`config.mk`:
```
export PLATFORM = sky130hd
export DESIGN_NAME = rans_enc_fetch
export DESIGN_NICKNAME = d
export VERILOG_FILES = /design/src/rtl/rans_enc_fetch.sv
export SDC_FILE = /design/constraint.sdc
export NUM_CORES = 1
export LEC_CHECK = 0
export BUFFER_PORTS_ARGS = -buffer_cell sky130_fd_sc_hd__buf_2
export CAP_MARGIN = 25
export CORE_UTILIZATION = 40
export CTS_BUF_LIST = sky130_fd_sc_hd__clkbuf_4
export DETAILED_ROUTE_END_ITERATION = 10
export PLACE_DENSITY = 0.62
export SLEW_MARGIN = 40
export SYNTH_ARGS = -nofsm -noshare
export SYNTH_HDL_FRONTEND = slang
export SYNTH_SLANG_ARGS = --single-unit
export TNS_END_PERCENT = 1
```
`constraint.sdc`:
```
create_clock -name clk -period 3.5 [get_ports clk]
set_input_delay 0.35 -clock clk [delete_from_list [all_inputs] [get_ports clk]]
set_output_delay 0.35 -clock clk [all_outputs]
set_load 0.005 [all_outputs]
```
`src/rtl/rans_enc_fetch.sv`:
```
// Byte-window feeder for the rANS decoder: maps byte_index onto a two-word cache
// of the encoded-file RAM and produces the 3-byte window plus the boot-time bottom word.
module rans_enc_fetch #(
   parameter int ADDR_W = 16
) (
   input  logic              clk,
   input  logic              resetn,
   input  logic              restart,
   input  logic [31:0]       byte_index,
   output logic              mem_rd,
   output logic [ADDR_W-1:0] mem_addr,
   input  logic [31:0]       mem_rdata,
   output logic [23:0]       enc_bytes,
   output logic [31:0]       bottom_word,
   output logic              win_valid,
   output logic              boot_done
);

   typedef enum logic [2:0] {
      IDLE      = 3'd0,
      BOOT_LO   = 3'd1,
      BOOT_HI   = 3'd2,
      BOOT_CAP  = 3'd3,
      READY     = 3'd4,
      SHIFT_CAP = 3'd5,
      MISS_HI   = 3'd6,
      MISS_CAP  = 3'd7
   } state_t;

   localparam logic [ADDR_W-1:0] ADDR_ZERO = {ADDR_W{1'b0}};
   localparam logic [ADDR_W-1:0] ADDR_ONE  = {{(ADDR_W-1){1'b0}}, 1'b1};
   localparam logic [ADDR_W-1:0] ADDR_TWO  = {{(ADDR_W-2){1'b0}}, 2'b10};

   state_t            state_r;
   logic [31:0]       lo_r;
   logic [31:0]       hi_r;
   logic [ADDR_W-1:0] base_r;
   logic [ADDR_W-1:0] base_req_r;

   logic [ADDR_W-1:0] addr_a_s;
   logic [1:0]        off_s;
   logic [ADDR_W-1:0] base_p1_s;
   logic [ADDR_W-1:0] base_p2_s;
   logic [ADDR_W-1:0] req_p1_s;
   logic              a_eq_base_s;
   logic              a_eq_next_s;
   logic [63:0]       cache_s;
   logic              unused_hi_s;

   assign addr_a_s    = byte_index[ADDR_W+1:2];
   assign off_s       = byte_index[1:0];
   assign unused_hi_s = ^byte_index[31:ADDR_W+2];
   assign base_p1_s   = base_r + ADDR_ONE;
   assign base_p2_s   = base_r + ADDR_TWO;
   assign req_p1_s    = base_req_r + ADDR_ONE;
   assign a_eq_base_s = (addr_a_s == base_r);
   assign a_eq_next_s = (addr_a_s == base_p1_s);
   assign cache_s     = {hi_r, lo_r};

   // Window select and hit flag; valid in the same cycle byte_index lands on the cached pair
   always_comb begin
      enc_bytes = 24'h000000;
      win_valid = (state_r == READY) && a_eq_base_s;
      case (off_s)
         2'd0:    enc_bytes = cache_s[23:0];
         2'd1:    enc_bytes = cache_s[31:8];
         2'd2:    enc_bytes = cache_s[39:16];
         2'd3:    enc_bytes = cache_s[47:24];
         default: enc_bytes = 24'h000000;
      endcase
   end

   // RAM request decode: the read overlaps the decision cycle so data returns in the capture state
   always_comb begin
      mem_rd   = 1'b0;
      mem_addr = ADDR_ZERO;
      if (restart) begin
         mem_rd   = 1'b0;
         mem_addr = ADDR_ZERO;
      end else begin
         case (state_r)
            BOOT_LO: begin
               mem_rd   = 1'b1;
               mem_addr = ADDR_ZERO;
            end
            BOOT_HI: begin
               mem_rd   = 1'b1;
               mem_addr = ADDR_ONE;
            end
            READY: begin
               if (a_eq_base_s) begin
                  mem_rd   = 1'b0;
                  mem_addr = ADDR_ZERO;
               end else if (a_eq_next_s) begin
                  mem_rd   = 1'b1;
                  mem_addr = base_p2_s;
               end else begin
                  mem_rd   = 1'b1;
                  mem_addr = addr_a_s;
               end
            end
            MISS_HI: begin
               mem_rd   = 1'b1;
               mem_addr = req_p1_s;
            end
            default: begin
               mem_rd   = 1'b0;
               mem_addr = ADDR_ZERO;
            end
         endcase
      end
   end

   // Fetch FSM and cache registers; restart overrides every transition and drops in-flight data
   always_ff @(posedge clk or negedge resetn) begin
      if (!resetn) begin
         state_r     <= IDLE;
         lo_r        <= 32'h00000000;
         hi_r        <= 32'h00000000;
         base_r      <= ADDR_ZERO;
         base_req_r  <= ADDR_ZERO;
         bottom_word <= 32'h00000000;
         boot_done   <= 1'b0;
      end else if (restart) begin
         state_r   <= BOOT_LO;
         boot_done <= 1'b0;
      end else begin
         case (state_r)
            IDLE:     state_r <= IDLE;
            BOOT_LO:  state_r <= BOOT_HI;
            BOOT_HI: begin
               lo_r        <= mem_rdata;
               bottom_word <= mem_rdata;
               state_r     <= BOOT_CAP;
            end
            BOOT_CAP: begin
               hi_r      <= mem_rdata;
               base_r    <= ADDR_ZERO;
               boot_done <= 1'b1;
               state_r   <= READY;
            end
            READY: begin
               if (a_eq_base_s) begin
                  state_r <= READY;
               end else if (a_eq_next_s) begin
                  state_r <= SHIFT_CAP;
               end else begin
                  base_req_r <= addr_a_s;
                  state_r    <= MISS_HI;
               end
            end
            SHIFT_CAP: begin
               lo_r    <= hi_r;
               hi_r    <= mem_rdata;
               base_r  <= base_p1_s;
               state_r <= READY;
            end
            MISS_HI: begin
               lo_r    <= mem_rdata;
               state_r <= MISS_CAP;
            end
            MISS_CAP: begin
               hi_r    <= mem_rdata;
               base_r  <= base_req_r;
               state_r <= READY;
            end
            default:  state_r <= IDLE;
         endcase
      end
   end

endmodule

```
==> impl_metrics.env <==
export IMPL_outcome="complete, but fails checks"
export IMPL_violations="design-rule violations"
export IMPL_layout_drive_gt1_share_pct=31.3
export IMPL_synthesis_area_um2=7510
export IMPL_max_stage_delay_ns=0.51
export IMPL_routedWlPerCell_um=18.3
export IMPL_worstSetupPathType="reg2out"
export IMPL_p_total_mw=5.46
export IMPL_synth_nets=862
export IMPL_synth_edff_count=0
export IMPL_start_kind="flop"
export IMPL_grt_pass1_vias=6169
export IMPL_cap_violations=0
export IMPL_peakVddDrop_mv=0.332
export IMPL_design_area_um2=9360
export IMPL_cp_max_fo=6
export IMPL_num_rows=49
export IMPL_synth_largest_area_cell="dfrtp_1"
export IMPL_first_pass_iters=11
export IMPL_htreeDepth=4
export IMPL_start_util_pct=41.3
export IMPL_synth_top_cell_area_share_pct=44.0
export IMPL_die_h_um=139
export IMPL_p_leak_nw=4.05
export IMPL_worst_pin_slew_ns=0.795
export IMPL_yosysWarnings=0
export IMPL_place_gp_congestion=0.940
export IMPL_die_area_um2=19300
export IMPL_initialDrtViolationCount=500
export IMPL_fin_crit_ns=3.48
export IMPL_synthFlopType="dfrtp_1"
export IMPL_path_clk_slew_ns=0.17
export IMPL_synth_cell_types=55
export IMPL_timing_fmax_mhz=287
export IMPL_portBuffers=127
export IMPL_clock_skew_ns=0.0267
export IMPL_hp_class="in2reg"
export IMPL_grt_start_max_net_pins=91
export IMPL_cts_tree="built"
export IMPL_dpl_cell_area_um2=8430
export IMPL_cp_cell_sequence="ha_4 -> nand4_4 -> or2_4 -> or4_4 -> a211oi_4 -> buf_6 -> a31oi_4 -> a221o_1 -> buf_2"
export IMPL_cts_buffers=17
export IMPL_ant_nets=0
export IMPL_vias=6618
export IMPL_drv_slew=0
export IMPL_wl_mm=22.0
export IMPL_synth_cells=791
export IMPL_p_per_area_nw_per_um2=584
export IMPL_rsz0062_at_grt="true"
export IMPL_clock_path_buffers=2
export IMPL_grt_pass1_wl_mm=35.2
export IMPL_async_flop_share_pct=100
export IMPL_final_setup_viol_count=0
export IMPL_clock_tree_root_cell="clkbuf_4"
export IMPL_die_w_um=139
export IMPL_vias_per_cell=5.52
export IMPL_critPathSlowestCell="or4_4"
export IMPL_clock_latency_ns=0.58
export IMPL_grt_overflow_total=0
export IMPL_synth_seq_cells=132
export IMPL_clock_sinks=132
export IMPL_io_pins=142
export IMPL_worstSetupEndpointType="output pin"
export IMPL_required_ns=3.15
export IMPL_arrival_ns=3.13
export IMPL_synthTopCellsByArea="dfrtp_1 44%, nand2_1 9.5%, mux4_2 7.2%"
export IMPL_fin_nets=1026
export IMPL_max_slew_margin_pct=46.8
export IMPL_drc=2
export IMPL_track_usage_pct=23.6
export IMPL_yosysSeqAreaShare_pct=44.0
export IMPL_dpl_hpwl_mm=14.7
export IMPL_finalHoldViolations=0
export IMPL_fin_cells=1198
export IMPL_antenna_found_initial=1
export IMPL_core_area_um2=18200
export IMPL_syn_avg_cell_area_um2=9.50
export IMPL_finalCritPeriodShare_pct=99.5
export IMPL_post_place_cells=1114
export IMPL_area_delta_synth_final_pct=24.5
-- cell families (layout without fill, tap and decap cells) --
group,count (synthesis),count (layout),synth area share [%]
xor gates and xnor gates,52,52,6.06
muxes,71,71,14.7
AOI/OAI and AO/OA,124,127,11.0
and+or+nand+nor,342,342,19.7
DFF,132,132,44.0
other,0,1,0
buffers and inverters,66,240,3.88
adders and majority gates,4,4,0.666
-- placed cells by master (no fill, tap or decap), types with 6 or more instances in the layout --
master and n:
mux4_2 24, nor3_1 13, a31oi_1 37, clkbuf_4 17
mux2_4 10, nand2_1 189, xnor2_1 26, nor4_1 6
inv_8 8, buf_2 126, nor2_1 77, xor2_1 26
a21oi_1 19, dfrtp_1 128, o21ai_0 30, a221o_1 16
dlygate4sd3_1 34, inv_1 6, nand3_1 14, nand4_1 9
buf_4 36, mux2_2 35
-- stage by stage --
stage                     utilization, %  setup slack, ns  setup TNS (ns)  hold WS [ns]
final                               51.4           0.0173               0        0.0456
after CTS                           51.0        -0.000303       -0.000303       0.00154
after global placement              46.3            0.244               0         0.457
after detailed placement            46.3            0.200               0         0.433
after floorplan                        -            0.469               0        0.0544
after global routing                51.4           -0.115           -1.49       0.00274
-- layout make-up --
cell class / count / area [um2]
Antenna cell: 1 / 2.50
Clock buffer: 17 / 128
Clock inverter: 15 / 180
Fill cell: 1690 / 8850
Inverter: 6 / 22.5
Multi-Input combinational cell: 596 / 4100
Sequential cell: 132 / 3310
Tap cell: 229 / 287
Timing Repair Buffer: 202 / 1330
-- critical path: cells and delay by family, from the launching register on --
kind                       cells  cell delay (ns)
and+or+nand+nor                3             0.91
AOI/OAI and AO/OA              3             0.74
DFF                            1             0.42
buffers and inverters          2             0.33
adders and majority gates      1             0.17
-- report_power, final --
group          switching, mW  leakage (nW)  internal (mW)
combinational          0.780          2.29          0.971
clock                  0.756         0.163          0.345
sequential             0.525          1.60           2.09
total                   2.06          4.05           3.40
-- cell usage after synthesis, drive strengths merged, types with 2 or more instances --
library cell / number
a211oi: 3
a21oi: 20
a221o: 16
a22oi: 2
a31oi: 38
and2: 3
and3: 6
and4: 4
buf: 16
clkbuf: 44
dfrtp: 132
ha: 4
inv: 6
mux2: 46
mux4: 24
nand2: 190
nand2b: 2
nand3: 15
nand4: 10
nor2: 78
nor3: 15
nor4: 9
o21ai: 32
o22ai: 4
or2: 3
or4: 2
xnor2: 26
xor2: 26
-- sequential cells by signal, summed over array words and instances (netlist names) --
| name | flops |
|---|---|
| bottom_word | 32 |
| boot_done | 1 |
| base_req_r | 16 |
| base_r | 16 |
| lo_r | 32 |
| hi_r | 32 |
| state_r | 3 |
-- final timing paths --
kind,start,end,depth (start not counted),slack (ns)
max in group asynchronous,resetn,bottom_word[11]$_DFFE_PN0P_,3,2.42
hold reg to reg,hi_r[30]$_DFFE_PN0P_,hi_r[30]$_DFFE_PN0P_,2,0.49
setup / recovery,base_r[2]$_DFFE_PN0P_,mem_addr[5],9,0.02
setup reg to reg,base_r[2]$_DFFE_PN0P_,base_req_r[13]$_DFFE_PN0P_,10,0.68
hold / removal,byte_index[12],base_req_r[10]$_DFFE_PN0P_,2,0.05
min in group asynchronous,resetn,base_req_r[0]$_DFFE_PN0P_,2,0.36
-- layer usage --
layer / GRT usage (%) / up-vias / share of wire [%]
met4: 7.37 / 0 / 2.1
li1: - / 3122 / -
met5: 0 / - / 0
met3: 4.77 / 25 / 5.7
met2: 35.7 / 225 / 46
met1: 34.0 / 3246 / 46
-- what timing repair did --
item,CTS,global route
cloned,3,0
hold buffers,33,1
resized for setup,24,5
hold endpoints to repair,143,1
endpoints found under the setup margin,16,16
buffers inserted,12,2
pin swaps,15,7
No activity file was read; power rests on OpenSTA's default activity.
